$ cat src/rtl/mc_ctrl_pkg.sv
// Shared encodings for the multicycle RV32I controller: state codes, opcodes,
// datapath select encodings and the control word produced by the decoder.
package mc_ctrl_pkg;

  // State codes (4 bits; one encoding is left unused and recovers to HALT)
  localparam logic [3:0] ST_FETCH    = 4'd0;
  localparam logic [3:0] ST_DECODE   = 4'd1;
  localparam logic [3:0] ST_MEMADR   = 4'd2;
  localparam logic [3:0] ST_MEMREAD  = 4'd3;
  localparam logic [3:0] ST_MEMWB    = 4'd4;
  localparam logic [3:0] ST_MEMWRITE = 4'd5;
  localparam logic [3:0] ST_EXECR    = 4'd6;
  localparam logic [3:0] ST_EXECI    = 4'd7;
  localparam logic [3:0] ST_ALUWB    = 4'd8;
  localparam logic [3:0] ST_BRANCH   = 4'd9;
  localparam logic [3:0] ST_JAL      = 4'd10;
  localparam logic [3:0] ST_JALRLINK = 4'd11;
  localparam logic [3:0] ST_JALR     = 4'd12;
  localparam logic [3:0] ST_LUI      = 4'd13;
  localparam logic [3:0] ST_HALT     = 4'd14;

  typedef enum logic [3:0] {
    FETCH    = ST_FETCH,
    DECODE   = ST_DECODE,
    MEMADR   = ST_MEMADR,
    MEMREAD  = ST_MEMREAD,
    MEMWB    = ST_MEMWB,
    MEMWRITE = ST_MEMWRITE,
    EXECR    = ST_EXECR,
    EXECI    = ST_EXECI,
    ALUWB    = ST_ALUWB,
    BRANCH   = ST_BRANCH,
    JAL      = ST_JAL,
    JALRLINK = ST_JALRLINK,
    JALR     = ST_JALR,
    LUI      = ST_LUI,
    HALT     = ST_HALT
  } state_t;

  // RV32I major opcodes
  localparam logic [6:0] OP_LW   = 7'b0000011;
  localparam logic [6:0] OP_SW   = 7'b0100011;
  localparam logic [6:0] OP_R    = 7'b0110011;
  localparam logic [6:0] OP_B    = 7'b1100011;
  localparam logic [6:0] OP_I    = 7'b0010011;
  localparam logic [6:0] OP_JALR = 7'b1100111;
  localparam logic [6:0] OP_JAL  = 7'b1101111;
  localparam logic [6:0] OP_LUI  = 7'b0110111;

  // Immediate formats
  localparam logic [2:0] IMM_I = 3'b000;
  localparam logic [2:0] IMM_S = 3'b001;
  localparam logic [2:0] IMM_B = 3'b010;
  localparam logic [2:0] IMM_J = 3'b011;
  localparam logic [2:0] IMM_U = 3'b100;

  // Result mux
  localparam logic [1:0] RES_ALUOUT = 2'b00;
  localparam logic [1:0] RES_DATA   = 2'b01;
  localparam logic [1:0] RES_ALURES = 2'b10;
  localparam logic [1:0] RES_IMM    = 2'b11;

  // ALU operand muxes
  localparam logic [1:0] SRCA_PC    = 2'b00;
  localparam logic [1:0] SRCA_OLDPC = 2'b01;
  localparam logic [1:0] SRCA_REG   = 2'b10;
  localparam logic [1:0] SRCB_REG   = 2'b00;
  localparam logic [1:0] SRCB_IMM   = 2'b01;
  localparam logic [1:0] SRCB_FOUR  = 2'b10;

  // ALU decoder hint
  localparam logic [1:0] ALUOP_ADD   = 2'b00;
  localparam logic [1:0] ALUOP_BR    = 2'b01;
  localparam logic [1:0] ALUOP_FUNCT = 2'b10;

  // Raw per-state control word; the top applies the mem_ready / branch_taken gating.
  typedef struct packed {
    logic       mem_req;
    logic       adr_src;
    logic       mem_write;
    logic       fetch;         // IRWrite and PCUpdate follow mem_ready
    logic       pc_update;     // unconditional PC load
    logic       branch;        // PC load qualified by branch_taken
    logic       reg_write;
    logic [1:0] result_src;
    logic [1:0] alu_src_a;
    logic [1:0] alu_src_b;
    logic [1:0] alu_op;
    logic [2:0] imm_src;
    logic       instr_done;    // unconditional retire pulse
    logic       done_on_ready; // retire pulse qualified by mem_ready
    logic       illegal;
  } ctrl_t;

  // Immediate format implied by the opcode (R-type has none, I is harmless)
  function automatic logic [2:0] imm_src_of(input logic [6:0] op);
    case (op)
      OP_SW:   imm_src_of = IMM_S;
      OP_B:    imm_src_of = IMM_B;
      OP_JAL:  imm_src_of = IMM_J;
      OP_LUI:  imm_src_of = IMM_U;
      default: imm_src_of = IMM_I;
    endcase
  endfunction

endpackage

$ cat src/rtl/mc_outdec.sv
// Combinational state -> control word decode for the multicycle controller.
module mc_outdec
  import mc_ctrl_pkg::*;
(
  input  state_t     state,
  input  logic [6:0] op,
  output ctrl_t      ctrl
);

  // Moore decode: every field defaults to 0 and each state sets only what it drives
  always_comb begin
    ctrl = '0;
    case (state)
      FETCH: begin
        ctrl.mem_req    = 1'b1;
        ctrl.alu_src_a  = SRCA_PC;
        ctrl.alu_src_b  = SRCB_FOUR;
        ctrl.alu_op     = ALUOP_ADD;
        ctrl.result_src = RES_ALURES;
        ctrl.fetch      = 1'b1;
      end
      DECODE: begin
        // Branch/jump target OldPC+imm lands in ALUOut for later use
        ctrl.alu_src_a = SRCA_OLDPC;
        ctrl.alu_src_b = SRCB_IMM;
        ctrl.alu_op    = ALUOP_ADD;
        ctrl.imm_src   = imm_src_of(op);
      end
      MEMADR: begin
        ctrl.alu_src_a = SRCA_REG;
        ctrl.alu_src_b = SRCB_IMM;
        ctrl.alu_op    = ALUOP_ADD;
        ctrl.imm_src   = imm_src_of(op);
      end
      MEMREAD: begin
        ctrl.mem_req = 1'b1;
        ctrl.adr_src = 1'b1;
      end
      MEMWB: begin
        ctrl.result_src = RES_DATA;
        ctrl.reg_write  = 1'b1;
        ctrl.instr_done = 1'b1;
      end
      MEMWRITE: begin
        ctrl.mem_req       = 1'b1;
        ctrl.adr_src       = 1'b1;
        ctrl.mem_write     = 1'b1;
        ctrl.done_on_ready = 1'b1;
      end
      EXECR: begin
        ctrl.alu_src_a = SRCA_REG;
        ctrl.alu_src_b = SRCB_REG;
        ctrl.alu_op    = ALUOP_FUNCT;
      end
      EXECI: begin
        ctrl.alu_src_a = SRCA_REG;
        ctrl.alu_src_b = SRCB_IMM;
        ctrl.alu_op    = ALUOP_FUNCT;
        ctrl.imm_src   = IMM_I;
      end
      ALUWB: begin
        ctrl.result_src = RES_ALUOUT;
        ctrl.reg_write  = 1'b1;
        ctrl.instr_done = 1'b1;
      end
      BRANCH: begin
        ctrl.alu_src_a  = SRCA_REG;
        ctrl.alu_src_b  = SRCB_REG;
        ctrl.alu_op     = ALUOP_BR;
        ctrl.result_src = RES_ALUOUT;
        ctrl.branch     = 1'b1;
        ctrl.instr_done = 1'b1;
      end
      JAL: begin
        // PC <- target held in ALUOut while the ALU forms OldPC+4 for the link
        ctrl.alu_src_a  = SRCA_OLDPC;
        ctrl.alu_src_b  = SRCB_FOUR;
        ctrl.alu_op     = ALUOP_ADD;
        ctrl.result_src = RES_ALUOUT;
        ctrl.pc_update  = 1'b1;
      end
      JALRLINK: begin
        ctrl.alu_src_a  = SRCA_OLDPC;
        ctrl.alu_src_b  = SRCB_FOUR;
        ctrl.alu_op     = ALUOP_ADD;
        ctrl.result_src = RES_ALURES;
        ctrl.reg_write  = 1'b1;
      end
      JALR: begin
        // Register A was latched in DECODE, so rd == rs1 is harmless here
        ctrl.alu_src_a  = SRCA_REG;
        ctrl.alu_src_b  = SRCB_IMM;
        ctrl.alu_op     = ALUOP_ADD;
        ctrl.imm_src    = IMM_I;
        ctrl.result_src = RES_ALURES;
        ctrl.pc_update  = 1'b1;
        ctrl.instr_done = 1'b1;
      end
      LUI: begin
        ctrl.imm_src    = IMM_U;
        ctrl.result_src = RES_IMM;
        ctrl.reg_write  = 1'b1;
        ctrl.instr_done = 1'b1;
      end
      HALT: begin
        ctrl.illegal = 1'b1;
      end
      default: ;
    endcase
  end

endmodule

$ cat src/rtl/multicycle_ctrl_fsm.sv
// Main Moore controller for the multicycle RV32I core: state register,
// next-state logic and the handshake/branch gating of the decoded control word.
module multicycle_ctrl_fsm
  import mc_ctrl_pkg::*;
(
  input  logic       clk,
  input  logic       reset_n,
  input  logic [6:0] op,
  input  logic       branch_taken,
  input  logic       mem_ready,
  output logic       mem_req,
  output logic       AdrSrc,
  output logic       MemWrite,
  output logic       IRWrite,
  output logic       PCWrite,
  output logic       RegWrite,
  output logic [1:0] ResultSrc,
  output logic [1:0] ALUSrcA,
  output logic [1:0] ALUSrcB,
  output logic [1:0] ALUOp,
  output logic [2:0] ImmSrc,
  output logic       instr_done,
  output logic       illegal
);

  state_t state_reg, state_next;
  ctrl_t  dec_ctrl, ctrl;

  mc_outdec u_outdec (
    .state (state_reg),
    .op    (op),
    .ctrl  (dec_ctrl)
  );

  // State register; reset returns to FETCH immediately
  always_ff @(posedge clk or negedge reset_n) begin
    if (!reset_n) state_reg <= FETCH;
    else          state_reg <= state_next;
  end

  // Next-state logic; stray encodings fall into HALT
  always_comb begin
    state_next = state_reg;
    case (state_reg)
      FETCH:    if (mem_ready) state_next = DECODE;
      DECODE: begin
        case (op)
          OP_LW, OP_SW: state_next = MEMADR;
          OP_R:         state_next = EXECR;
          OP_I:         state_next = EXECI;
          OP_B:         state_next = BRANCH;
          OP_JAL:       state_next = JAL;
          OP_JALR:      state_next = JALRLINK;
          OP_LUI:       state_next = LUI;
          default:      state_next = HALT;
        endcase
      end
      MEMADR:   state_next = (op == OP_SW) ? MEMWRITE : MEMREAD;
      MEMREAD:  if (mem_ready) state_next = MEMWB;
      MEMWB:    state_next = FETCH;
      MEMWRITE: if (mem_ready) state_next = FETCH;
      EXECR:    state_next = ALUWB;
      EXECI:    state_next = ALUWB;
      ALUWB:    state_next = FETCH;
      BRANCH:   state_next = FETCH;
      JAL:      state_next = ALUWB;
      JALRLINK: state_next = JALR;
      JALR:     state_next = FETCH;
      LUI:      state_next = FETCH;
      HALT:     state_next = HALT;
      default:  state_next = HALT;
    endcase
  end

  // While reset is held every output is forced low so no write can slip out
  always_comb begin
    ctrl = reset_n ? dec_ctrl : '0;
  end

  // Output gating: fetch handshake, branch resolution and store completion
  always_comb begin
    mem_req    = ctrl.mem_req;
    AdrSrc     = ctrl.adr_src;
    MemWrite   = ctrl.mem_write;
    IRWrite    = ctrl.fetch & mem_ready;
    PCWrite    = ctrl.pc_update | (ctrl.fetch & mem_ready) | (ctrl.branch & branch_taken);
    RegWrite   = ctrl.reg_write;
    ResultSrc  = ctrl.result_src;
    ALUSrcA    = ctrl.alu_src_a;
    ALUSrcB    = ctrl.alu_src_b;
    ALUOp      = ctrl.alu_op;
    ImmSrc     = ctrl.imm_src;
    instr_done = ctrl.instr_done | (ctrl.done_on_ready & mem_ready);
    illegal    = ctrl.illegal;
  end

endmodule

$ cat config.mk
export PLATFORM = sky130hd
export DESIGN_NAME = multicycle_ctrl_fsm
export DESIGN_NICKNAME = d
export VERILOG_FILES = /design/src/rtl/mc_ctrl_pkg.sv /design/src/rtl/mc_outdec.sv /design/src/rtl/multicycle_ctrl_fsm.sv
export SDC_FILE = /design/constraint.sdc
export NUM_CORES = 1
export LEC_CHECK = 0
export ABC_AREA = 1
export CAP_MARGIN = 20
export CORE_MARGIN = 5
export CORE_UTILIZATION = 37
export CTS_CLUSTER_SIZE = 25
export DETAILED_ROUTE_END_ITERATION = 8
export PLACE_DENSITY = 0.79
export SYNTH_ARGS = -nofsm -noshare
export SYNTH_HDL_FRONTEND = slang
export SYNTH_SLANG_ARGS = --single-unit
$ cat constraint.sdc
create_clock -name clk -period 1.4 [get_ports clk]
set_input_delay 0.28 -clock clk [delete_from_list [all_inputs] [get_ports clk]]
set_output_delay 0.28 -clock clk [all_outputs]
set_load 0.01 [all_outputs]
==> metrics.yaml <==
critical_path:
  path_class: "flip-flop to primary output"
  max_stage_delay_ns: 0.45
  slowest_stage: "dfrtp_2"
  worstPathCellList: "buf_4 > inv_2 > nor2_4 > inv_2 > nor2_1 > inv_1 > a41oi_2 > buf_2"
  start_kind: "flip-flop"
  worstSetupEndpointType: "primary output"
  arrival_ns: 1.77
  critPathRequiredTime_ns: 1.12
  cp_max_fo: 6
  crit_top_cell: "inv_2"
power_and_ir_drop:
  ir_drop_mv: 1.55
  p_leak_uw: 0.000860
  power_density_mw_per_mm2: 2000
synth:
  yosys_warnings: 0
  syn_avg_cell_area_um2: 5.33
  syn_inst: 128
  ys_seq_area_share_pct: 14.7
  synth_xor_xnor_area_share_pct: 0
  synth_compound_area_share_pct: 23.3
  synth.area.mux_share_pct: 0
  synth_top_family_by_area: "simple AND/OR/NAND/NOR gates"
  synth_seq_cells: 4
  synth_simple_gate_area_share_pct: 47.2
  syn_area_um2: 682
  synthAdderAreaFrac_pct: 0
  synth_nets: 139
  ys_types: 24
final_layout:
  drive_gt1_share_pct: 71.0
  final_common_cell: "buf_4"
  fin_util_pct: 96.4
  num-nets-final: 223
  largest_reg_flops: 4
  antenna_cells: 0
  mostFrequentLayoutCells: "buf_4 (37), buf_6 (19), nand2_1 (17)"
  syn_to_final_growth_pct: 147
global_routing:
  grt_busiest_layer: "met2"
  grt_util_met3_pct: 6.48
  track_usage_pct: 26.6
  grt_pass1_vias: 1226
  use_met2_pct: 45.0
  grt_overflow: 0
  grt_max_degree: 14
  grt_pass1_wl_mm: 5.43
  use_met1_pct: 25.5
  antenna_found_initial: 0
drt:
  drt-wirelength-per-cell_um: 23.9
  vias: 1465
  wirelength_mm: 5.61
  drc: 0
  avgViaCountPerCell: 6.23
  drt-initial-drc-count: 72
  drt_pass1_iterations: 5
  antenna_left: 0
timing:
  rsz0062_at_grt: "true"
  hold_viol: 0
  whs_ns: 0.374
  tightestPinTransition_ns: 0.354
  fin_worst_skew_ns: 0.0155
  fmax_mhz: 487
  period_needed_ns: 2.05
  slew-limit-headroom_pct: 76.2
  finalSetupViolations: 23
  finalSetupTns_ns: -10.24
  fin_crit_sh_pct: 147
  drv_slew: 0
  worst_slack_ns: -0.653
placement:
  gp_congestion: 0.915
  port_buffers: 29
  hpwl_mm: 2.03
  dp_slack_ns: -0.841
hold_path:
  hold_path_class: "input port to asynchronous set/reset pin"
die:
  io_pins: 30
  dieArea_mm2: 0.00280
  start_util_pct: 39.1
  dieWidth_um: 52.9
  die_h_um: 52.9
  num_rows: 15
  fp.coreArea_mm2: 0.00175
clock_network:
  cts.sinks: 4
  path_clk_slew_ns: 0.06
  numCtsBuffers: 3
  clk_latency_ns: 0.28
  htree_levels: 1
  clock_path_buffers: 2
  cts_tree: "built"
  clock-root-buffer: "clkbuf_4"
run_status:
  violations: "negative setup slack"
  status: "finished with violations"
job:
  max-cap-violations: 0
## repair_timing
action | CTS | global route
pin swaps | 18 | 22
endpoints found under the setup margin | 23 | 23
hold buffers | 0 | 0
buffers inserted | 9 | 16
resized for setup | 144 | 48
## per-layer routing
| metal | up-vias | share of wire [%] |
|---|---|---|
| met2 | 171 | 45 |
| met4 | 0 | 13 |
| met1 | 641 | 31 |
| met5 | - | 0 |
| li1 | 579 | - |
| met3 | 74 | 12 |
## path summary, 6_finish.rpt
kind | cells past startpoint | slack (ns) | endpoint | from
hold reg to reg | 3 | 0.72 | state_reg[0] | state_reg[0]
min in group clk | 3 | 0.72 | state_reg[0] | state_reg[0]
setup / recovery | 8 | -0.65 | ALUSrcA[1] | state_reg[2]
setup reg to reg | 10 | -0.28 | state_reg[0] | state_reg[1]
hold / removal | 2 | 0.37 | state_reg[3] | reset_n
max in group asynchronous | 2 | 0.85 | state_reg[2] | reset_n
## critical path: cells and delay by family, from the launching register on
| kind | cells | cell delay [ns] |
|---|---|---|
| buffers and inverters | 5 | 0.57 |
| AO/OA/AOI/OAI | 1 | 0.17 |
| flip-flops | 1 | 0.45 |
| AND/OR/NAND/NOR | 2 | 0.33 |
## cells in the mapped netlist (all sizes together)
master / number / area [um2]
nand2: 37 / 149
nor2: 25 / 124
inv: 24 / 90.1
a21oi: 14 / 73.8
o21ai: 8 / 40.0
dfrtp: 4 / 100
nand3: 3 / 20.0
nor3: 3 / 15.0
a31oi: 2 / 12.5
buf: 2 / 11.3
a32o: 1 / 10.0
a41oi: 1 / 8.76
nand3b: 1 / 7.51
nand4: 1 / 6.26
o22ai: 1 / 6.26
o31ai: 1 / 7.51
## power breakdown
group / switching [uW] / total, uW / internal, uW
registers: 106 / 286 / 180
logic: 1590 / 2890 / 1300
clock network: 88.7 / 187 / 98.7
total: 1780 / 3360 / 1580
## final cells by class
class	instances	area (um2)
multi-input combinational	98	754
inverter	24	103
clock buffer	3	22.5
fill	32	62.6
sequential	4	105
tap	25	31.3
timing repair buffer	81	667
## through the flow
| stage | power (uW) | std cells | cell area (um2) |
|---|---|---|---|
| floorplan | 1020 | 128 | 692 |
| global placement | 1800 | 212 | 1240 |
| detailed placement | 1840 | 212 | 1240 |
| CTS | 2380 | 221 | 1410 |
| global route | 3470 | 235 | 1680 |
| finish | 3360 | 235 | 1680 |
## cell families (layout without fill, tap and decap cells)
kind of cell | Yosys count | after routing
buffers and inverters | 26 | 108
and+or+nand+nor | 70 | 70
DFF | 4 | 4
AOI/OAI and AO/OA | 28 | 28
(Power assumes the default switching activity.)
